`config.mk`:
```
export PLATFORM = sky130hd
export DESIGN_NAME = lcd_msg_assembler
export DESIGN_NICKNAME = d
export VERILOG_FILES = /design/src/rtl/lcd_defs_pkg.sv /design/src/rtl/lcd_idle_timer.sv /design/src/rtl/lcd_msg_assembler.sv
export SDC_FILE = /design/constraint.sdc
export NUM_CORES = 1
export LEC_CHECK = 0
export ABC_CLOCK_PERIOD_IN_PS = 3700
export BUFFER_PORTS_ARGS = -buffer_cell sky130_fd_sc_hd__buf_2
export CORE_MARGIN = 1
export CORE_UTILIZATION = 60
export CTS_BUF_LIST = sky130_fd_sc_hd__clkbuf_4
export DETAILED_ROUTE_END_ITERATION = 10
export MAX_ROUTING_LAYER = met4
export PLACE_DENSITY = 0.82
export SYNTH_ARGS = -nofsm -noshare
export SYNTH_HDL_FRONTEND = slang
export SYNTH_SLANG_ARGS = --single-unit
```
`constraint.sdc`:
```
create_clock -name iCLK -period 3.7 [get_ports iCLK]
set_clock_uncertainty 0.2 [all_clocks]
set_input_delay 0.185 -clock iCLK [delete_from_list [all_inputs] [get_ports iCLK]]
set_output_delay 0.185 -clock iCLK [all_outputs]
set_load 0.05 [all_outputs]
```
`src/rtl/lcd_defs_pkg.sv`:
```
// Shared constants for the LCD message path: byte classes, message size and FSM encoding.
package lcd_defs;

  localparam logic [7:0] CHAR_CR  = 8'h0D;
  localparam logic [7:0] CHAR_LF  = 8'h0A;
  localparam logic [7:0] CHAR_BS  = 8'h08;
  localparam logic [7:0] CHAR_NUL = 8'h00;

  localparam int unsigned LCD_MSG_MAX_LEN = 61;
  localparam int unsigned LCD_CNT_W       = 9;

  localparam logic [1:0] ST_IDLE = 2'd0;
  localparam logic [1:0] ST_RECV = 2'd1;
  localparam logic [1:0] ST_DROP = 2'd2;
  localparam logic [1:0] ST_PUB  = 2'd3;

  function automatic logic is_term(input logic [7:0] b);
    return (b == CHAR_CR) || (b == CHAR_LF);
  endfunction

  function automatic logic is_printable(input logic [7:0] b);
    return !(is_term(b) || (b == CHAR_BS) || (b == CHAR_NUL));
  endfunction

endpackage

```
`src/rtl/lcd_idle_timer.sv`:
```
// Idle-cycle counter: clear has priority over enable; expire_c flags the last counted cycle.
module lcd_idle_timer #(
  parameter int unsigned TIMEOUT_CYC = 50_000_000
) (
  input  logic clk,
  input  logic rst_n,
  input  logic clr,
  input  logic en,
  output logic expire_c
);

  localparam int unsigned CNT_W = (TIMEOUT_CYC > 1) ? $clog2(TIMEOUT_CYC) : 1;

  logic [CNT_W-1:0] cnt_q, cnt_d;

  always_comb begin
    cnt_d = cnt_q;
    if (clr) begin
      cnt_d = '0;
    end else if (en) begin
      cnt_d = cnt_q + CNT_W'(1);
    end
  end

  // Expire is independent of clr so the parent can use it to decide the clear.
  assign expire_c = en && (cnt_q == CNT_W'(TIMEOUT_CYC - 1));

  always_ff @(posedge clk or negedge rst_n) begin
    if (!rst_n) begin
      cnt_q <= '0;
    end else begin
      cnt_q <= cnt_d;
    end
  end

endmodule

```
`src/rtl/lcd_msg_assembler.sv`:
```
// Collects UART RX bytes into a packed text message for the LCD stage and publishes
// each finished message (terminator or idle timeout) as one atomic register update.
module lcd_msg_assembler
  import lcd_defs::*;
#(
  parameter int unsigned MAX_LEN     = LCD_MSG_MAX_LEN,
  parameter int unsigned TIMEOUT_CYC = 50_000_000
) (
  input  logic                 iCLK,
  input  logic                 iRST_N,
  input  logic [7:0]           iRX_DATA,
  input  logic                 iRX_VALID,
  input  logic                 iRX_ERR,
  output logic [MAX_LEN*8:0]   oMESS,
  output logic [8:0]           oLENGTH,
  output logic                 oMSG_VALID,
  output logic                 oBUSY,
  output logic                 oOVERFLOW,
  output logic [7:0]           oERR_CNT
);

  localparam int unsigned WORK_W = MAX_LEN * 8;
  localparam int unsigned CNT_W  = LCD_CNT_W;

  logic [1:0]        state_q, state_d;
  logic [WORK_W-1:0] work_q, work_d;
  logic [CNT_W-1:0]  count_q, count_d;
  logic              trunc_q, trunc_d;
  logic [WORK_W:0]   mess_q, mess_d;
  logic [CNT_W-1:0]  length_q, length_d;
  logic              msg_valid_q, msg_valid_d;
  logic              busy_q, busy_d;
  logic              ovf_q, ovf_d;
  logic [7:0]        err_cnt_q, err_cnt_d;

  logic tmr_clr_c, tmr_en_c, tmr_expire_c;
  logic append_c, publish_c;

  assign tmr_en_c = (state_q == ST_RECV) && !iRX_VALID && !iRX_ERR;

  lcd_idle_timer #(
    .TIMEOUT_CYC (TIMEOUT_CYC)
  ) u_idle_timer (
    .clk      (iCLK),
    .rst_n    (iRST_N),
    .clr      (tmr_clr_c),
    .en       (tmr_en_c),
    .expire_c (tmr_expire_c)
  );

  // Next-state and datapath; outputs are loaded on the edge that enters PUB.
  always_comb begin
    state_d     = state_q;
    work_d      = work_q;
    count_d     = count_q;
    trunc_d     = trunc_q;
    mess_d      = mess_q;
    length_d    = length_q;
    ovf_d       = ovf_q;
    msg_valid_d = 1'b0;
    err_cnt_d   = err_cnt_q;
    tmr_clr_c   = 1'b1;
    append_c    = 1'b0;
    publish_c   = 1'b0;

    if (iRX_ERR) begin
      if (err_cnt_q != 8'hFF) begin
        err_cnt_d = err_cnt_q + 8'd1;
      end
      work_d  = '0;
      count_d = '0;
      trunc_d = 1'b0;
      state_d = ST_IDLE;
    end else begin
      case (state_q)
        ST_RECV: begin
          if (!iRX_VALID) begin
            if (tmr_expire_c) begin
              publish_c = 1'b1;
            end else begin
              tmr_clr_c = 1'b0;
            end
          end else if (is_term(iRX_DATA)) begin
            publish_c = 1'b1;
          end else if (iRX_DATA == CHAR_BS) begin
            work_d  = work_q >> 8;
            count_d = count_q - CNT_W'(1);
            if (count_q == CNT_W'(1)) begin
              state_d = ST_IDLE;
            end
          end else if (iRX_DATA == CHAR_NUL) begin
            tmr_clr_c = 1'b0;
          end else if (count_q < CNT_W'(MAX_LEN)) begin
            append_c = 1'b1;
          end else begin
            trunc_d = 1'b1;
            state_d = ST_DROP;
          end
        end
        ST_DROP: begin
          if (iRX_VALID && is_term(iRX_DATA)) begin
            publish_c = 1'b1;
          end
        end
        default: begin
          // PUB lasts one cycle and accepts bytes exactly like IDLE.
          state_d = ST_IDLE;
          if (iRX_VALID && is_printable(iRX_DATA)) begin
            append_c = 1'b1;
            state_d  = ST_RECV;
          end
        end
      endcase

      if (append_c) begin
        work_d  = {work_q[WORK_W-9:0], iRX_DATA};
        count_d = count_q + CNT_W'(1);
      end

      if (publish_c) begin
        mess_d      = {1'b0, work_q};
        length_d    = count_q;
        ovf_d       = trunc_q;
        msg_valid_d = 1'b1;
        work_d      = '0;
        count_d     = '0;
        trunc_d     = 1'b0;
        state_d     = ST_PUB;
      end
    end

    busy_d = (state_d == ST_RECV) || (state_d == ST_DROP);
  end

  always_ff @(posedge iCLK or negedge iRST_N) begin
    if (!iRST_N) begin
      state_q     <= ST_IDLE;
      work_q      <= '0;
      count_q     <= '0;
      trunc_q     <= 1'b0;
      mess_q      <= '0;
      length_q    <= '0;
      msg_valid_q <= 1'b0;
      busy_q      <= 1'b0;
      ovf_q       <= 1'b0;
      err_cnt_q   <= '0;
    end else begin
      state_q     <= state_d;
      work_q      <= work_d;
      count_q     <= count_d;
      trunc_q     <= trunc_d;
      mess_q      <= mess_d;
      length_q    <= length_d;
      msg_valid_q <= msg_valid_d;
      busy_q      <= busy_d;
      ovf_q       <= ovf_d;
      err_cnt_q   <= err_cnt_d;
    end
  end

  assign oMESS      = mess_q;
  assign oLENGTH    = length_q;
  assign oMSG_VALID = msg_valid_q;
  assign oBUSY      = busy_q;
  assign oOVERFLOW  = ovf_q;
  assign oERR_CNT   = err_cnt_q;

endmodule

```
==> flow_summary.ini <==
[status]
outcome = finished clean

[routing]
post_drt_antenna_nets = 0
detail_route.iter0.violations = 3755
first_pass_iters = 8
wl_microns = 117000
vias = 33500
drt_drc_violations_left = 0
wl_per_cell_microns = 21.8
drt-vias-per-instance = 6.22

[logic_synthesis]
yosysWarnings = 0
synth-simple-area-share_pct = 11.1
seq_area_frac_synth_pct = 60.0
synth.cell_area_sq_mm = 0.0431
synthMuxAreaShare_pct = 14.7
yosys_register_bits = 1034
ys_types = 54
synth_compound_gate_area_share_pct = 9.84
synth_cells = 3636
largest_family_of_logic_cells_by_synthesized_area = multiplexers
yosys_most_used_dff = dfrtp_1
synthAdderAreaFrac_pct = 0.203
synth_nets = 3655
synthArstFlopShare_pct = 100
synth-edff-count = 0
synthXorXnorAreaFrac_pct = 0.792
postSynthAreaPerCell_sq_um = 11.9

[layout]
commonest_non_fill_non_tap_cells_in_the_layout = 1034 x dfrtp_1, 518 x buf_2, 420 x nor2_1
design_area_sq_mm = 0.0503
multi_input_area_sq_mm = 0.0159
syn_to_final_growth_pct = 16.6
final-seq-area_sq_mm = 0.0259
layout.filler_cells = 4779
finish.net_count = 4286
layout-drive-gt1-share_pct = 34.4
commonest_non_fill_non_tap_cell_in_the_layout = dfrtp_1

[sta]
relSlewSlack_pct = 38.4
fin_hold_ws_ps = 194
maxSlewViolCount = 0
fmax_mhz = 294
post-route-worst-setup-slack_ps = 294
setup_tns_ps = 0
fin_crit_sh_pct = 92.1
hold_viol = 0
worst-slew-pin-transition_ps = 925
rsz_0062_raised_after_global_routing = no
layout_min_cycle_time_ps = 3410
setup_viol = 0

[placement]
gpl.final_weighted_congestion = 0.878
dpl.hpwl_microns = 73800
placed_area_sq_mm = 0.0467
io_buffers = 519
pre_cts_slack_ps = 202

[run]
maxCapViolCount = 0

[clock_network]
tritoncts_num_sinks = 1034
clock_network_latency_to_the_later_pin_of_the_worst_skew_pair_ps = 1080
htree_levels = 5
cts.repair_timing.setup_buffer_count = 0
tritoncts = done
cts.clk_slew.worst_paths_ps = 60
tritoncts.num_buffers = 278
root_buffer = clkbuf_4
clk_path_buf_depth = 4

[min_path]
holdCritPathClass = in -> reg
worstHoldPathCells = 6

[floorplanning]
floorplan.rows = 97
floorplan.core_area_sq_mm = 0.0705
die_h_microns = 270
die_area_sq_mm = 0.0729
die_width_microns = 270
starting_density_of_the_core_pct = 61.1
boundaryPins = 521

[critical_path]
critical_path.slowest_cell = or3_4
critical_path.startpoint_type = flip-flop
crit_arrival_ps = 4120
cp_max_fo = 50
crit_chain = inv_1 > ha_1 > nand4bb_4 > or3_4 > o31ai_2 > nand3_4 > buf_4 > buf_12 > mux2_2
cpPeakStageDelay_ps = 450
worst_ep_required_time_ps = 4410
worst_setup_path_end_kind = flip-flop
path_class = reg -> reg
r2r_cells = 9

[grt]
pin_count_of_the_biggest_net_entering_global_routing = 189
number_of_global_route_vias_before_repair = 33000
globalRoute.totalOverflow = 0
groute.usage.overall_pct = 33.2
grt_first_pass_wirelength_microns = 187000
initial_antenna_violation_count = 3

[power_and_ir_drop]
power.density_cell_area_mw_per_mm2 = 478
vdd.ir_drop.worst_mv = 0.335
fin_total_pwr_w = 0.0240
power_leakage_nw = 26.0
==> kinds of logic (layout without fill, tap and decap cells) <==
family                   after synthesis  after routing
AND/OR/NAND/NOR                     1124           1124
adder cells (fa/ha/maj)                7              7
other                                  1              4
flip-flops                          1034           1034
multiplexers                         501            501
buffers and inverters                301           1097
AO/OA/AOI/OAI                        629            629
XOR/XNOR                              39             39
==> final timing paths <==
check                            start               endpoint  slack [ps]
max                         state_q[1]             oMESS[154]         290
min                        iRX_DATA[6]  u_idle_timer.cnt_q[0]         190
max reg2reg                 state_q[1]             oMESS[154]         290
min reg2reg                 oMESS[415]             oMESS[415]         290
max in group asynchronous       iRST_N             oMESS[334]        2290
min in group asynchronous       iRST_N            work_q[373]         340
==> critical path: cells and delay by family (launching register included) <==
kind / cells / cell delay (ps)
AOI/OAI and AO/OA: 1 / 380
adders and majority gates: 1 / 360
buffers and inverters: 3 / 580
DFF: 1 / 420
muxes: 1 / 310
and+or+nand+nor: 3 / 990
==> timing repair <==
action                                  in CTS  in global routing
hold endpoints to repair                  1325                  0
hold buffers                                27                  0
gates resized for setup                      0                  1
endpoints found under the setup margin       0                  3
==> per-stage QoR <==
stage | instances | util (%)
2_1_floorplan | 3636 | -
3_3_place_gp | 4900 | 66.2
3_5_place_dp | 4900 | 66.2
4_1_cts | 5372 | 71.3
5_1_grt | 5375 | 71.3
6_report | 5375 | 71.3
==> per-layer routing <==
layer  global-route usage (%)  share of wire [%]  vias up
li1                         -                  -    14400
met1                     44.1                 39    16800
met2                     49.2                 48     1937
met5                        -                  0        -
met3                     7.65                9.1      301
met4                     14.2                3.8        0
==> synth_stat cells (2+ instances only) <==
| cell type | count | area share, % |
|---|---|---|
| a21boi_0 | 2 | 0.035 |
| nand3_1 | 19 | 0.22 |
| and2_1 | 3 | 0.044 |
| ha_1 | 7 | 0.20 |
| nor4b_1 | 3 | 0.061 |
| o211ai_1 | 2 | 0.035 |
| mux2i_1 | 2 | 0.046 |
| xor2_1 | 19 | 0.39 |
| nand2_1 | 359 | 3.1 |
| a221o_1 | 2 | 0.046 |
| o21ai_1 | 2 | 0.023 |
| a31oi_1 | 4 | 0.058 |
| mux2_2 | 299 | 7.8 |
| buf_6 | 22 | 0.57 |
| a211oi_1 | 3 | 0.052 |
| a21oi_1 | 119 | 1.4 |
| nand4b_1 | 2 | 0.041 |
| nor4_1 | 3 | 0.044 |
| nand4_1 | 10 | 0.15 |
| dfrtp_1 | 1034 | 60 |
| mux2_1 | 18 | 0.47 |
| and4_1 | 6 | 0.12 |
| nor2_1 | 421 | 3.7 |
| buf_4 | 2 | 0.035 |
| buf_2 | 116 | 1.3 |
| xnor2_1 | 20 | 0.41 |
| clkbuf_1 | 137 | 1.2 |
| o22ai_1 | 265 | 3.8 |
| mux2_4 | 182 | 6.3 |
| o21ai_0 | 2 | 0.023 |
| nor3_1 | 275 | 3.2 |
| nor2b_1 | 3 | 0.044 |
| a22oi_1 | 107 | 1.9 |
| or4_1 | 3 | 0.052 |
| and3_1 | 7 | 0.10 |
| inv_1 | 9 | 0.078 |
| o31ai_1 | 3 | 0.052 |
| or2_2 | 2 | 0.029 |
| buf_1 | 15 | 0.13 |
| a311oi_1 | 112 | 2.3 |
| and3b_1 | 2 | 0.041 |
==> registers in the layout (all words and copies together), names as in the netlist <==
register and flops:
oMESS 488, work_q 488, u_idle_timer.cnt_q 26, count_q 9, oLENGTH 9, oERR_CNT 8
state_q 2, oBUSY 1, oMSG_VALID 1, oOVERFLOW 1, trunc_q 1
==> where the power goes <==
| part | switching, W | internal [W] |
|---|---|---|
| Combinational | 0.00132 | 0.000651 |
| Clock | 0.00458 | 0.00511 |
| Sequential | 0.000630 | 0.0117 |
| Total | 0.00654 | 0.0175 |
==> cell type report <==
| cell class | instances | share of cell area (%) |
|---|---|---|
| antenna | 3 | 0.0149 |
| clock buffer | 399 | 5.96 |
| clock inverter | 46 | 0.508 |
| inverter | 9 | 0.0672 |
| multi-input combinational | 2301 | 31.5 |
| sequential | 1034 | 51.5 |
| tap | 940 | 2.34 |
| timing repair buffer | 643 | 8.09 |
No activity file was read; power rests on OpenSTA's default activity.
